<file path="config.mk">
export PLATFORM = sky130hd
export DESIGN_NAME = rename_retire_queue_flat
export DESIGN_NICKNAME = d
export VERILOG_FILES = /design/src/rtl/rename_retire_queue_if.sv /design/src/rtl/rename_retire_queue.sv /design/src/flat_wrapper.sv
export SDC_FILE = /design/constraint.sdc
export NUM_CORES = 1
export LEC_CHECK = 0
export BUFFER_PORTS_ARGS = -buffer_cell sky130_fd_sc_hd__buf_2
export CAP_MARGIN = 20
export CELL_PAD_IN_SITES_DETAIL_PLACEMENT = 1
export CELL_PAD_IN_SITES_GLOBAL_PLACEMENT = 2
export CORE_MARGIN = 2
export CORE_UTILIZATION = 44
export DETAILED_ROUTE_END_ITERATION = 10
export PLACE_DENSITY = 0.9
export SLEW_MARGIN = 20
export SYNTH_ARGS = -nofsm -noshare
export SYNTH_HDL_FRONTEND = slang
export SYNTH_SLANG_ARGS = --single-unit
</file>
<file path="constraint.sdc">
create_clock -name clk -period 6.6 [get_ports clk]
set_input_delay 0.66 -clock clk [delete_from_list [all_inputs] [get_ports clk]]
set_output_delay 0.66 -clock clk [all_outputs]
set_load 0.005 [all_outputs]
</file>
<file path="src/rtl/rename_retire_queue_if.sv">
// rename_retire_queue_if: enqueue, writeback, flush and retire signals of the retire queue
`ifndef PR_ADDR_W
`define PR_ADDR_W 5
`endif
`ifndef PHYS_REGS
`define PHYS_REGS 32
`endif
interface rename_retire_queue_if #(parameter int TAG_W = 3);
  logic                      enq_valid;
  logic                      enq_ready;
  logic [7:0]                enq_dst_arch;
  logic [2*`PR_ADDR_W-1:0]   enq_dst_regs;
  logic [2*`PR_ADDR_W-1:0]   enq_old_regs;
  logic [TAG_W-1:0]          enq_tag;
  logic                      wb_valid;
  logic [TAG_W-1:0]          wb_tag;
  logic                      flush;
  logic                      retire_valid;
  logic [7:0]                retire_dst_arch;
  logic [2*`PR_ADDR_W-1:0]   retire_dst_regs;
  logic [`PHYS_REGS-3:0]     free_release;
  logic [TAG_W:0]            count;
  modport master (
    output enq_valid, enq_dst_arch, enq_dst_regs, enq_old_regs, wb_valid, wb_tag, flush,
    input  enq_ready, enq_tag, retire_valid, retire_dst_arch, retire_dst_regs, free_release, count
  );
  modport slave (
    input  enq_valid, enq_dst_arch, enq_dst_regs, enq_old_regs, wb_valid, wb_tag, flush,
    output enq_ready, enq_tag, retire_valid, retire_dst_arch, retire_dst_regs, free_release, count
  );
endinterface

</file>
<file path="src/rtl/rename_retire_queue.sv">
// rename_retire_queue: in-order retirement of renamed microops with physical register release
module rename_retire_queue #(
  parameter int DEPTH = 8,
  parameter int TAG_W = 3
) (
  input logic clk,
  input logic rst,
  rename_retire_queue_if.slave q
);
  localparam int PW = `PR_ADDR_W;
  localparam int RW = `PHYS_REGS - 2;
  logic [TAG_W-1:0] head_q, head_d, tail_q, tail_d;
  logic [TAG_W:0]   count_q, count_d;
  logic [DEPTH-1:0] valid_q, valid_d, done_q, done_d;
  logic [7:0]       arch_q [DEPTH];
  logic [2*PW-1:0]  dst_q [DEPTH];
  logic [2*PW-1:0]  old_q [DEPTH];
  logic             rv_q, rv_d;
  logic [7:0]       rarch_q, rarch_d;
  logic [2*PW-1:0]  rdst_q, rdst_d;
  logic [RW-1:0]    rel_q, rel_d;
  logic             full, enq_fire, ret_fire;
  // Regs 0 and 1 are fixed mappings and never return to the pool
  function automatic logic [RW-1:0] rel_mask(input logic [2*PW-1:0] r);
    rel_mask = '0;
    for (int k = 0; k < 2; k++)
      if (r[k*PW +: PW] >= PW'(2)) rel_mask[r[k*PW +: PW] - PW'(2)] = 1'b1;
  endfunction
  assign full            = count_q == (TAG_W+1)'(DEPTH);
  assign enq_fire        = q.enq_valid && !full && !q.flush;
  assign ret_fire        = valid_q[head_q] && done_q[head_q];
  assign q.enq_ready       = !full;
  assign q.enq_tag         = tail_q;
  assign q.count           = count_q;
  assign q.retire_valid    = rv_q;
  assign q.retire_dst_arch = rarch_q;
  assign q.retire_dst_regs = rdst_q;
  assign q.free_release    = rel_q;
  // Next state: flush wins; otherwise writeback, then retire, then enqueue
  always_comb begin
    head_d  = head_q;
    tail_d  = tail_q;
    count_d = count_q;
    valid_d = valid_q;
    done_d  = done_q;
    rv_d    = 1'b0;
    rarch_d = '0;
    rdst_d  = '0;
    rel_d   = '0;
    if (q.flush) begin
      head_d  = '0;
      tail_d  = '0;
      count_d = '0;
      valid_d = '0;
      done_d  = '0;
      for (int i = 0; i < DEPTH; i++)
        if (valid_q[i]) rel_d |= rel_mask(dst_q[i]);
    end else begin
      if (q.wb_valid && valid_q[q.wb_tag]) done_d[q.wb_tag] = 1'b1;
      if (ret_fire) begin
        valid_d[head_q] = 1'b0;
        done_d[head_q]  = 1'b0;
        head_d          = head_q + 1'b1;
        rv_d            = 1'b1;
        rarch_d         = arch_q[head_q];
        rdst_d          = dst_q[head_q];
        rel_d           = rel_mask(old_q[head_q]);
      end
      if (enq_fire) begin
        valid_d[tail_q] = 1'b1;
        done_d[tail_q]  = 1'b0;
        tail_d          = tail_q + 1'b1;
      end
      count_d = count_q + (TAG_W+1)'(enq_fire) - (TAG_W+1)'(ret_fire);
    end
  end
  // Control and retire output registers
  always_ff @(posedge clk) begin
    if (rst) begin
      head_q  <= '0;
      tail_q  <= '0;
      count_q <= '0;
      valid_q <= '0;
      done_q  <= '0;
      rv_q    <= 1'b0;
      rarch_q <= '0;
      rdst_q  <= '0;
      rel_q   <= '0;
    end else begin
      head_q  <= head_d;
      tail_q  <= tail_d;
      count_q <= count_d;
      valid_q <= valid_d;
      done_q  <= done_d;
      rv_q    <= rv_d;
      rarch_q <= rarch_d;
      rdst_q  <= rdst_d;
      rel_q   <= rel_d;
    end
  end
  // Entry payload storage, written at the tail on an accepted enqueue
  always_ff @(posedge clk) begin
    if (!rst && enq_fire) begin
      arch_q[tail_q] <= q.enq_dst_arch;
      dst_q[tail_q]  <= q.enq_dst_regs;
      old_q[tail_q]  <= q.enq_old_regs;
    end
  end
endmodule

</file>
<file path="src/flat_wrapper.sv">
// flat-port wrapper written by rule: the top's interface ports become plain ports
module rename_retire_queue_flat 
#(
  parameter int DEPTH = 8,
  parameter int TAG_W = 3
)
  (clk, rst, q_enq_valid, q_enq_dst_arch, q_enq_dst_regs, q_enq_old_regs, q_wb_valid, q_wb_tag, q_flush, q_enq_ready, q_enq_tag, q_retire_valid, q_retire_dst_arch, q_retire_dst_regs, q_free_release, q_count);
  rename_retire_queue_if #(.TAG_W(TAG_W)) q_i ();
  input logic clk;
  input logic rst;
  input wire logic [$bits(q_i.enq_valid)-1:0] q_enq_valid;
  input wire logic [$bits(q_i.enq_dst_arch)-1:0] q_enq_dst_arch;
  input wire logic [$bits(q_i.enq_dst_regs)-1:0] q_enq_dst_regs;
  input wire logic [$bits(q_i.enq_old_regs)-1:0] q_enq_old_regs;
  input wire logic [$bits(q_i.wb_valid)-1:0] q_wb_valid;
  input wire logic [$bits(q_i.wb_tag)-1:0] q_wb_tag;
  input wire logic [$bits(q_i.flush)-1:0] q_flush;
  output wire logic [$bits(q_i.enq_ready)-1:0] q_enq_ready;
  output wire logic [$bits(q_i.enq_tag)-1:0] q_enq_tag;
  output wire logic [$bits(q_i.retire_valid)-1:0] q_retire_valid;
  output wire logic [$bits(q_i.retire_dst_arch)-1:0] q_retire_dst_arch;
  output wire logic [$bits(q_i.retire_dst_regs)-1:0] q_retire_dst_regs;
  output wire logic [$bits(q_i.free_release)-1:0] q_free_release;
  output wire logic [$bits(q_i.count)-1:0] q_count;
  assign q_i.enq_valid = q_enq_valid;
  assign q_i.enq_dst_arch = q_enq_dst_arch;
  assign q_i.enq_dst_regs = q_enq_dst_regs;
  assign q_i.enq_old_regs = q_enq_old_regs;
  assign q_i.wb_valid = q_wb_valid;
  assign q_i.wb_tag = q_wb_tag;
  assign q_i.flush = q_flush;
  assign q_enq_ready = q_i.enq_ready;
  assign q_enq_tag = q_i.enq_tag;
  assign q_retire_valid = q_i.retire_valid;
  assign q_retire_dst_arch = q_i.retire_dst_arch;
  assign q_retire_dst_regs = q_i.retire_dst_regs;
  assign q_free_release = q_i.free_release;
  assign q_count = q_i.count;
  rename_retire_queue #(.DEPTH(DEPTH), .TAG_W(TAG_W)) u_core (.clk(clk), .rst(rst), .q(q_i));
endmodule
</file>
==> flow_summary.ini <==
[power]
vdd_drop_max_v = 0.000258
power_density_nw_per_um2 = 191
p_leak_nw = 6.48

[detailed_routing]
wl_met2_mm = 39.2
drtIter0Drc = 2157
viasPerCell = 6.97
wl_met1_mm = 34.4
drt_pass1_iterations = 6
wl_mm = 86.4
route.detailed.drc = 0
vias = 17800
drtAntennaViolNets = 0
dr.max_layer_used = met5
met3_length_mm = 6.73
drt-wirelength-per-cell_microns = 33.8

[final_layout]
fin_cells = 2559
drive_above_1_share = 0.137
final_area_sq_um = 20900
fillers = 4777
area_delta_synth_final_pct = 9.79
fin_nets = 2027
final_common_cell = edfxtp_1
most-common-layout-cells = edfxtp_1, nor3_1, nand2_1

[synth]
synth_nets = 2034
synthArstFlopShare = 0
ys_ff_latch = 302
synth_edf_count = 224
avgSynthCellArea_sq_um = 9.73
yosys.area.top_type = edfxtp_1
synthTopCellsByArea = edfxtp_1, dfxtp_1, mux4_2
synthFlopType = edfxtp_1
ys_warn_count = 0
synth_area_sq_um = 19000
syn_inst = 1954
yosysSeqAreaShare = 0.436
ys_types = 88
synth_top_area_share = 0.354

[timing]
hold_viol = 0
fin_crit_sh = 0.572
tightest_slew_ns = 1.10
drv_slew = 0
clock_skew_ns = 0.0238
finalCriticalPeriod_ns = 3.78
finalSetupTns_ns = 0
setup_viol = 0
rsz0062_at_grt = false
fmax_ghz = 0.265
fin_ws_ns = 2.82
relSlewSlack = 0.265

[floorplanning]
die_area_sq_um = 44900
num_rows = 76
die_y_microns = 212
core_area_sq_um = 42900
die-width_microns = 212
initial_utilization = 0.443
io_pins = 93

[clock_tree]
clock_path_buffers = 3
cts_max_level = 1
postCtsResizedCells = 0
cts_buffers = 30
clock_latency_ns = 0.58
clk_pin_slew_ns = 0.07
cts_tree = done
clock-root-buffer = clkbuf_16
clock_sinks = 302
cts_hold_buffers = 0
cts_setup_buffers = 0

[worst_setup_path]
critPathLaunch = u_core.head_q[1]
start_kind = register
reg2reg_from = u_core.head_q[1]
crit_path_max_fanout = 44
worst_path_max_delay_cell = dfxtp_2
critical-path-top-delay-family = flip-flops
crit_buf_inv = 2
worstSetupPathType = reg -> reg
cp_slowest_stage_delay_ns = 1.01
required_ns = 7.04
endpoint_kind = register
arrival_ns = 4.21
crit_chain = inv_1, mux2i_1, a21oi_1, ha_1, inv_1, ha_1, a21o_1, a21oi_1, xor2_1, nor2_1

[grt]
grt_usage = 0.383
grt_pass1_wl_mm = 124
grt_max_degree = 49
antenna_found_initial = 6
grt_pass1_vias = 17500
grt_overflow = 0

[placed_design]
dp.cells = 2498
gp_congestion = 1.06
placed_area_sq_um = 19800
port_buffers = 92
post-place-ws_ns = 2.84
hpwl_mm = 66.4

[worst_hold_path]
min-delay-start = q_enq_old_regs[9]
holdCritPathClass = in -> reg

[outcome]
status = complete, no violations

[job]
maxCapViolations = 0
worst paths after layout:
path,slack [ns],cells past startpoint,to
setup / recovery,2.82,10,u_core.q.count[3]
hold / removal,0.35,1,u_core.old_q[3][9]
setup reg to reg,2.82,10,u_core.q.count[3]
hold reg to reg,0.49,2,u_core.done_q[5]
state kept, by name, indices dropped and copies added, names as in the netlist, named ones only:
name,count
u_core.arch_q,64
u_core.q.count,4
u_core.done_q,8
u_core.head_q,3
u_core.dst_q,80
u_core.q.retire_dst_regs,10
u_core.valid_q,8
u_core.q.retire_dst_arch,8
u_core.q.enq_tag,3
u_core.q.free_release,30
u_core.old_q,80
u_core.q.retire_valid,1
power by group:
| part | internal [mW] | switching (mW) |
|---|---|---|
| Combinational | 0.0363 | 0.0965 |
| Clock | 1.03 | 0.771 |
| Sequential | 2.04 | 0.0111 |
per-layer routing:
metal  GRT usage  up-vias
li1            -     7623
met1       0.502     8987
met2       0.607      937
met3      0.0555      271
met4       0.218        6
met5           0        -
cells by family after synthesis:
family          after synthesis  share of synthesized area
xor+xnor                     44                     0.0203
buf+inv                     220                     0.0457
flops                       302                      0.436
simple gates                760                      0.215
compound gates              513                      0.190
mux                          71                     0.0642
fa+ha+maj                    44                     0.0294
layout make-up:
type | count | area, sq um | area share
inverter | 72 | 272 | 0.0130
clock inverter | 19 | 200 | 0.00959
tap | 585 | 732 | 0.0351
sequential | 302 | 8290 | 0.397
multi-input combinational | 1432 | 9910 | 0.475
antenna | 3 | 7.51 | 0.000360
timing repair buffer | 109 | 613 | 0.0294
clock buffer | 37 | 840 | 0.0402
per-stage QoR:
step                total power [mW]  utilization  hold slack [ns]
detailed placement              2.22        0.461            0.473
floorplan                       2.15            -            0.446
CTS                             3.99        0.485            0.323
global route                    4.06        0.486            0.350
finish                          3.99        0.487            0.351
global placement                2.22        0.461            0.463
synthesized netlist by cell type (all sizes together) (39+ instances only):
| cell | n |
|---|---|
| a21oi | 48 |
| a22oi | 40 |
| clkbuf | 123 |
| dfxtp | 78 |
| edfxtp | 224 |
| ha | 43 |
| inv | 71 |
| nand2 | 121 |
| nand2b | 42 |
| nand3 | 94 |
| nor2 | 100 |
| nor3 | 164 |
| o21ai | 111 |
| o22ai | 73 |
| o32ai | 39 |
Power figures use the tool's default switching activity.
